[config.mk]
export PLATFORM = sky130hd
export DESIGN_NAME = sar_search
export DESIGN_NICKNAME = d
export VERILOG_FILES = /design/src/rtl/sar_pkg.sv /design/src/rtl/sar_next_probe.sv /design/src/rtl/sar_search.sv
export SDC_FILE = /design/constraint.sdc
export NUM_CORES = 1
export LEC_CHECK = 0
export ABC_AREA = 0
export CORE_ASPECT_RATIO = 0.5
export CORE_MARGIN = 3
export CORE_UTILIZATION = 50
export CTS_CLUSTER_SIZE = 20
export DETAILED_ROUTE_END_ITERATION = 6
export GPL_TIMING_DRIVEN = 0
export MAX_ROUTING_LAYER = met4
export PLACE_DENSITY = 0.83
export RECOVER_POWER = 25
export SKIP_CTS_REPAIR_TIMING = 1
export SLEW_MARGIN = 10
export SYNTH_ARGS = -nofsm -noshare
export SYNTH_HDL_FRONTEND = slang
export SYNTH_HIERARCHICAL = 1
export SYNTH_SLANG_ARGS = --single-unit
export TNS_END_PERCENT = 1
[constraint.sdc]
create_clock -name clk -period 4.5 [get_ports clk]
set_input_delay 0.9 -clock clk [delete_from_list [all_inputs] [get_ports clk]]
set_output_delay 0.9 -clock clk [all_outputs]
set_load 0.05 [all_outputs]
[src/rtl/sar_pkg.sv]
// Shared types and constants for the SAR search engine.
package sar_pkg;

    // Search controller states
    typedef enum logic [1:0] {
        IDLE  = 2'd0,
        PROBE = 2'd1,
        CHECK = 2'd2,
        DONE  = 2'd3
    } sar_state_t;

    // Comparator relation flags, packed as {altb, aeqb, agtb}
    localparam logic [2:0] FLG_LT = 3'b100;
    localparam logic [2:0] FLG_EQ = 3'b010;
    localparam logic [2:0] FLG_GT = 3'b001;

    // A well-formed comparator response has exactly one relation flag set
    function automatic logic flags_onehot(input logic [2:0] f);
        return (f == FLG_LT) || (f == FLG_EQ) || (f == FLG_GT);
    endfunction

endpackage

[src/rtl/sar_next_probe.sv]
// Combinational bound/probe update for one binary-search step.
// Bounds are WIDTH+1 bits wide so that hi=probe-1 and lo=probe+1 never wrap.
module sar_next_probe
    import sar_pkg::*;
#(
    parameter int WIDTH = 4
) (
    input  logic [WIDTH:0]   i_lo,
    input  logic [WIDTH:0]   i_hi,
    input  logic [WIDTH-1:0] i_probe,
    input  logic [2:0]       i_flags,
    output logic [WIDTH:0]   o_lo,
    output logic [WIDTH:0]   o_hi,
    output logic [WIDTH-1:0] o_probe,
    output logic             o_bound_err
);

    localparam logic [WIDTH:0] MAXV = (WIDTH+1)'((1 << WIDTH) - 1);

    logic [WIDTH:0] w_p;
    logic [WIDTH:0] w_sum;

    // Narrow the interval toward the side the comparator points at
    always_comb begin
        w_p         = {1'b0, i_probe};
        w_sum       = {i_probe, 1'b0};
        o_lo        = i_lo;
        o_hi        = i_hi;
        o_bound_err = 1'b0;
        case (i_flags)
            FLG_LT: begin
                if (w_p == '0) begin
                    o_bound_err = 1'b1;
                end else begin
                    o_hi  = w_p - 1'b1;
                    w_sum = i_lo + w_p - 1'b1;
                end
            end
            FLG_GT: begin
                if (w_p == MAXV) begin
                    o_bound_err = 1'b1;
                end else begin
                    o_lo  = w_p + 1'b1;
                    w_sum = w_p + 1'b1 + i_hi;
                end
            end
            default: ;
        endcase
        if (o_lo > o_hi) begin
            o_bound_err = 1'b1;
        end
        // On any error the probe stays where it was
        o_probe = o_bound_err ? i_probe : w_sum[WIDTH:1];
    end

endmodule

[src/rtl/sar_search.sv]
// Binary-search initiator driving the b side of a magnitude comparator.
// Each probe takes two cycles: PROBE lets the comparator settle, CHECK samples it.
module sar_search
    import sar_pkg::*;
#(
    parameter int WIDTH      = 4,
    parameter int MAX_PROBES = WIDTH + 1
) (
    input  logic             clk,
    input  logic             rst,
    input  logic             start,
    input  logic             altb,
    input  logic             agtb,
    input  logic             aeqb,
    output logic [WIDTH-1:0] probe,
    output logic             busy,
    output logic             done,
    output logic             found,
    output logic             err,
    output logic [WIDTH-1:0] result,
    output logic [2:0]       probes_used
);

    localparam logic [WIDTH:0]   MAXV = (WIDTH+1)'((1 << WIDTH) - 1);
    localparam logic [WIDTH-1:0] MID  = MAXV[WIDTH:1];

    sar_state_t       r_state;
    sar_state_t       w_state_nxt;
    logic [WIDTH:0]   r_lo;
    logic [WIDTH:0]   r_hi;
    logic [WIDTH-1:0] r_probe;
    logic [WIDTH-1:0] r_result;
    logic [2:0]       r_used;
    logic             r_found;
    logic             r_err;

    logic [2:0]       w_flags;
    logic [WIDTH:0]   w_lo;
    logic [WIDTH:0]   w_hi;
    logic [WIDTH-1:0] w_probe;
    logic             w_bound_err;
    logic             w_budget_err;
    logic             w_accept;
    logic             w_step;
    logic             w_hit;
    logic             w_fail;

    assign w_flags      = {altb, aeqb, agtb};
    assign w_budget_err = (int'(r_used) + 1) > MAX_PROBES;

    sar_next_probe #(.WIDTH(WIDTH)) u_next (
        .i_lo        (r_lo),
        .i_hi        (r_hi),
        .i_probe     (r_probe),
        .i_flags     (w_flags),
        .o_lo        (w_lo),
        .o_hi        (w_hi),
        .o_probe     (w_probe),
        .o_bound_err (w_bound_err)
    );

    // State register
    always_ff @(posedge clk) begin
        if (rst) r_state <= IDLE;
        else     r_state <= w_state_nxt;
    end

    // Next-state logic and datapath strobes
    always_comb begin
        w_state_nxt = r_state;
        w_accept    = 1'b0;
        w_step      = 1'b0;
        w_hit       = 1'b0;
        w_fail      = 1'b0;
        case (r_state)
            IDLE: begin
                if (start) begin
                    w_accept    = 1'b1;
                    w_state_nxt = PROBE;
                end
            end
            PROBE: w_state_nxt = CHECK;
            CHECK: begin
                w_state_nxt = DONE;
                if (!flags_onehot(w_flags)) begin
                    w_fail = 1'b1;
                end else if (w_flags == FLG_EQ) begin
                    w_hit = 1'b1;
                end else if (w_bound_err || w_budget_err) begin
                    w_fail = 1'b1;
                end else begin
                    w_step      = 1'b1;
                    w_state_nxt = PROBE;
                end
            end
            DONE:    w_state_nxt = IDLE;
            default: w_state_nxt = IDLE;
        endcase
    end

    // Search bounds, probe and held result registers
    always_ff @(posedge clk) begin
        if (rst) begin
            r_lo     <= '0;
            r_hi     <= MAXV;
            r_probe  <= '0;
            r_result <= '0;
            r_used   <= '0;
            r_found  <= 1'b0;
            r_err    <= 1'b0;
        end else if (w_accept) begin
            r_lo    <= '0;
            r_hi    <= MAXV;
            r_probe <= MID;
            r_used  <= 3'd1;
            r_found <= 1'b0;
            r_err   <= 1'b0;
        end else if (w_step) begin
            r_lo    <= w_lo;
            r_hi    <= w_hi;
            r_probe <= w_probe;
            r_used  <= r_used + 3'd1;
        end else if (w_hit) begin
            r_found  <= 1'b1;
            r_result <= r_probe;
        end else if (w_fail) begin
            r_err <= 1'b1;
        end
    end

    assign probe       = r_probe;
    assign busy        = (r_state == PROBE) || (r_state == CHECK);
    assign done        = (r_state == DONE);
    assign found       = r_found;
    assign err         = r_err;
    assign result      = r_result;
    assign probes_used = r_used;

endmodule

==> reports/metrics.csv, run 1 <==
metric,value,unit
Worst Path Arrival,4.42,ns
HP Class,register to register,
final net count,305,
"Avg Cell Area, Syn",7.86,um^2
most frequent cells in the layout,"28 x nand3_1, 26 x o21ai_0, 25 x a21oi_1, 25 x dfxtp_1, 23 x inv_1",
TritonRoute pass-1 iters,5,
Synth Cell Area,1960,um^2
DP HPWL,3760,um
die width,94.5,um
final core occ,0.638,
Detailed Route WL,5090,um
placed instance count,320,
CP Class,input port to register,
Placer Congestion,0.920,
DR DRC count,0,
Post-synth ARST share,0,
dominant synthesized flop cell,dfxtp_1,
# H-tree levels,1,
"Req. time, crit path",4.65,ns
1st-iter DRT viols,165,
final hold vios,0,
Finished Cell Area,2290,um^2
period utilization,0.948,
"Setup violations, final",0,
I/O Pins,21,
number of port buffers,20,
DR WL/cell,15.7,um
ANT cells,0,
status,"complete, no violations",
Max-slew headroom,0.579,
vias in the first global route,1807,
Tmin final,4.27,ns
CTS tree,yes,
Clock Latency Late Sink,0.28,ns
Placed Area,2220,um^2
Reg power frac,0.375,
worst-path maximum fanout,17,
Psw,0.256,mW
grt ovf,0,
num rows,15,
pwr/cell area,285,nW/um^2
Layout area overhead,16.9,%
maxcap violations,0,
non-filler instance count after layout,325,
max-slew violations,0,
clock share of power,0.222,
Yosys top cell area share,0.256,
Die Span Y,50.3,um
worst vdd ir,189,uV
Max Root-Sink Buffers,2,
number of synthesized register bits,25,
Synth cell types,49,
Pint,0.397,mW
"commonest non-fill, non-tap cell in the layout",nand3_1,
Via density,5.88,
clock slew at reported path FFs,0.10,ns
largest area contributor in the synthesized netlist,dfxtp_1,
Core Area,3580,um^2
CTS sink count,25,
post-synthesis net count,279,
maximum clock rate,234,MHz
RSZ-0062 raised after global routing,no,
Gate Count Post-Synth,249,
Setup crit end kind,register,
combinational share of power,0.403,
gr usage total,0.234,
largest net degree at the start of global routing,17,
Initial Utilization,0.546,
fraction of final layout cells sized beyond drive strength 1,0.0730,
register area share after synthesis,0.256,
Root Driver,clkbuf_8,
CP Launch Type,input port,
die area,4750,um^2
Tightest Pin Transition,0.631,ns
"EDFF count, synth",0,
switching fraction of total power,0.392,
global-route wire length before repair,8620,um
YS warnings,6,
antenna violations before repair,0,
Routed Antenna Nets,0,
Inserted Clock Buffers,3,
Worst Clk Skew,0.00478,ns
synth top area cells,"dfxtp_1 26%, ha_1 14%, nand3_1 7.2%, o21ai_0 6.6%, a21oi_1 6.4%",
via count,1911,
P_leak,0.939,nW
Fin Hold WS,0.462,ns
cells in the mapped netlist, types with 2 or more instances:
cell,number
a211oi_1,2
a21o_1,2
a21oi_1,25
a2bb2oi_1,2
a31oi_1,5
and3_1,2
buf_6,2
clkbuf_1,8
dfxtp_1,25
fa_1,2
ha_1,22
inv_1,23
mux2i_1,2
nand2_1,16
nand2b_1,4
nand3_1,28
nor2_1,10
nor2b_1,2
nor3_1,3
o21a_1,2
o21ai_0,26
xnor2_1,4
xor2_1,6
kinds of logic after synthesis:
group,synth area share
DFF,0.256
muxes,0.0179
and+or+nand+nor,0.208
buffers and inverters,0.0882
AOI/OAI and AO/OA,0.224
xor gates and xnor gates,0.0447
adders and majority gates,0.161
final timing paths:
| path | start | endpoint | slack (ns) | cells past startpoint |
|---|---|---|---|---|
| worst max-delay path | altb | r_state[1] | 0.23 | 14 |
| worst min-delay path | result[2] | result[2] | 0.46 | 2 |
| worst max register to register | probe[0] | r_state[1] | 0.33 | 18 |
| worst min register to register | result[2] | result[2] | 0.46 | 2 |
through the flow:
stage | total power [mW] | setup TNS, ns | setup slack, ns
2_1_floorplan | 0.435 | 0 | 0.640
3_3_place_gp | 0.495 | -7.09 | -0.443
3_5_place_dp | 0.504 | -9.46 | -0.608
4_1_cts | 0.648 | -6.89 | -0.469
5_1_grt | 0.689 | 0 | 0.0354
6_report | 0.653 | 0 | 0.232
registers in the layout, summed over array words and instances, names as in the netlist:
signal / flops
r_state: 2
found: 1
result: 4
r_hi: 5
probe: 4
probes_used: 3
r_lo: 5
err: 1
routing by layer:
layer	vias to the layer above	share of wire	track usage
li1	934	-	-
met1	889	0.46	0.293
met2	78	0.47	0.384
met3	10	0.058	0.0464
met4	0	0.015	0.0742
met5	-	0	-
worst max-delay path: stages:
cell and delay (ns):
dlymetal6s2s_1 0.22, nand2b_1 0.25, or3_1 0.40, clkbuf_1 0.23, o21ai_0 0.43, ha_1 0.20
and4_1 0.22, nand2_1 0.08, a222oi_1 0.30, buf_4 0.17, o21ai_0 0.18, a21o_1 0.40
nor4_1 0.36, a211oi_1 0.08
area by class of cell:
type	count	area, um^2
clock inverters	1	8.76
multi-input cells	189	1300
fillers	304	1300
inverters	23	86.3
plain buffers	11	83.8
repair buffers	22	206
flip-flops and latches	25	500
clock buffers	3	41.3
well taps	51	63.8
power groups by stage:
stage / Combinational (mW) / Sequential, mW / Clock, mW
floorplan: 0.168 / 0.267 / 0
global placement: 0.246 / 0.249 / 0
detailed placement: 0.255 / 0.249 / 0
CTS: 0.259 / 0.245 / 0.145
global route: 0.286 / 0.247 / 0.156
finish: 0.263 / 0.245 / 0.145
Power figures use the tool's default switching activity.
==> run 2: changes to the inputs <==
- PLACE_DENSITY: 0.83 -> 0.86
- clock period: 4.5 -> 3.76 ns (I/O delays scaled with it)
==> run 2 against run 1 <==
Compared with the run above: the flow now finishes with violations (design-rule violations, negative setup slack); via count grew 5.9%; combinational power up 32%; register-to-register slack got worse by 0.38 ns; utilization rose by 3.8 points; largest cell class unchanged; critical endpoint is now r_lo[2]; wire length is 5.8% higher; count of clock-buffer cells in the layout unchanged; cell area up 5.9%; hold slack improved by 0.0061 ns; critical path type is now register to register; clock skew is 0.0050 ns higher; cell count increased by 2.8%; clock power grew 18%; first-iteration DRC count grew 79%.
==> reports/metrics.csv, run 2 (synthesized netlist as in run 1, its figures left out) <==
metric,value,unit
multi-input logic area,1350,um^2
slack of the critical path,-0.0548,ns
die width,94.5,um
Max-slew headroom,0.598,
Detailed Route WL,5390,um
Fin Hold WS,0.468,ns
HP Class,register to register,
P_leak,1.01,nW
worst-path maximum fanout,9,
ANT cells,0,
die area,4750,um^2
"commonest non-fill, non-tap cell in the layout",nand3_1,
"Setup violations, final",8,
worst vdd ir,196,uV
Inserted Clock Buffers,3,
CTS sink count,25,
DR WL/cell,16.1,um
CP Launch Type,register,
vias in the first global route,1740,
setup_tns,-0.202,ns
Tightest Pin Transition,0.602,ns
global-route wire length before repair,8240,um
Core Area,3580,um^2
Clock Latency Late Sink,0.28,ns
CP Class,register to register,
top flop regs,"r_hi: 5 flops, r_lo: 5 flops",
largest net degree at the start of global routing,16,
status,finished with violations,
grt ovf,0,
period utilization,1.01,
Worst Clk Skew,0.00975,ns
DR DRC count,1,
R2R depth,18,
Seq. cell area,504,um^2
fraction of final layout cells sized beyond drive strength 1,0.148,
"Req. time, crit path",3.91,ns
antenna violations before repair,0,
filler instances,260,
I/O Pins,21,
Root Driver,clkbuf_8,
Worst Path Arrival,3.96,ns
Layout area overhead,23.8,%
CTS tree,yes,
total power,0.810,mW
final hold vios,0,
Via density,6.06,
number of port buffers,20,
failing checks,"design-rule violations, negative setup slack",
via count,2023,
num rows,15,
TritonRoute pass-1 iters,7,
1st-iter DRT viols,296,
Routed Antenna Nets,0,
Placer Congestion,0.979,
most frequent cells in the layout,"28 x nand3_1, 24 x a21oi_1, 24 x dfxtp_1",
Setup crit end kind,register,
WHS Path Cells,2,
clock slew at reported path FFs,0.10,ns
Die Span Y,50.3,um
Initial Utilization,0.546,
gr usage total,0.224,
pwr/cell area,334,nW/um^2
Max Root-Sink Buffers,2,
maxcap violations,0,
# H-tree levels,1,
DP HPWL,3730,um
max-slew violations,0,
final net count,314,
Tmin final,3.81,ns
maximum clock rate,262,MHz
Reg2Reg Setup Slack,-0.05,ns
==> run 2: cell types whose count changed in the layout (fill, tap and decap cells not counted), moves of 3 or more <==
cell	previous run	this run
buf_4	2	13
clkbuf_1	7	4
o21ai_0	26	19
o21ai_1	0	6
==> run 2: critical path: stages, from the launching register on <==
cell	delay [ns]
dfxtp_4	0.37
buf_4	0.16
inv_1	0.06
ha_2	0.21
or3b_4	0.39
and2_0	0.15
buf_4	0.16
a21oi_2	0.16
inv_1	0.07
ha_1	0.28
and4_4	0.23
nand2_1	0.06
a222oi_1	0.38
buf_4	0.21
o21ai_2	0.08
a21o_2	0.21
buf_4	0.16
o21ai_0	0.23
a21oi_1	0.10
==> run 2: where the power goes <==
group | switching, mW | internal, mW
Sequential | 0.0162 | 0.277
Clock | 0.0955 | 0.0754
Combinational | 0.204 | 0.141
Total | 0.316 | 0.494
==> run 2: routing by layer <==
| metal | global-route usage | wire length [um] |
|---|---|---|
| met1 | 0.299 | 2370 |
| met2 | 0.354 | 2470 |
| met3 | 0.0389 | 424 |
| met4 | 0.0574 | 129 |
| met5 | - | 0 |
==> run 2: cell type report <==
class | instances | area share
flip-flops and latches | 25 | 0.208
repair buffers | 31 | 0.117
multi-input cells | 189 | 0.555
clock inverters | 1 | 0.00310
clock buffers | 3 | 0.0170
well taps | 51 | 0.0263
plain buffers | 11 | 0.0377
inverters | 23 | 0.0356
==> run 2: worst paths after layout <==
| kind | from | endpoint |
|---|---|---|
| max reg2reg | probe[0] | r_lo[2] |
| min | result[0] | result[0] |
| max | probe[0] | r_lo[2] |
| min reg2reg | result[0] | result[0] |
==> run 2: metrics by stage <==
stage / worst slack (ns) / instance area [um^2] / std cells / util
floorplan: 0.0498 / 1960 / 249 / -
global placement: -1.09 / 2220 / 320 / 0.620
detailed placement: -1.24 / 2220 / 320 / 0.620
CTS: -1.00 / 2270 / 324 / 0.634
global route: -0.182 / 2420 / 334 / 0.676
finish: -0.0548 / 2420 / 334 / 0.676
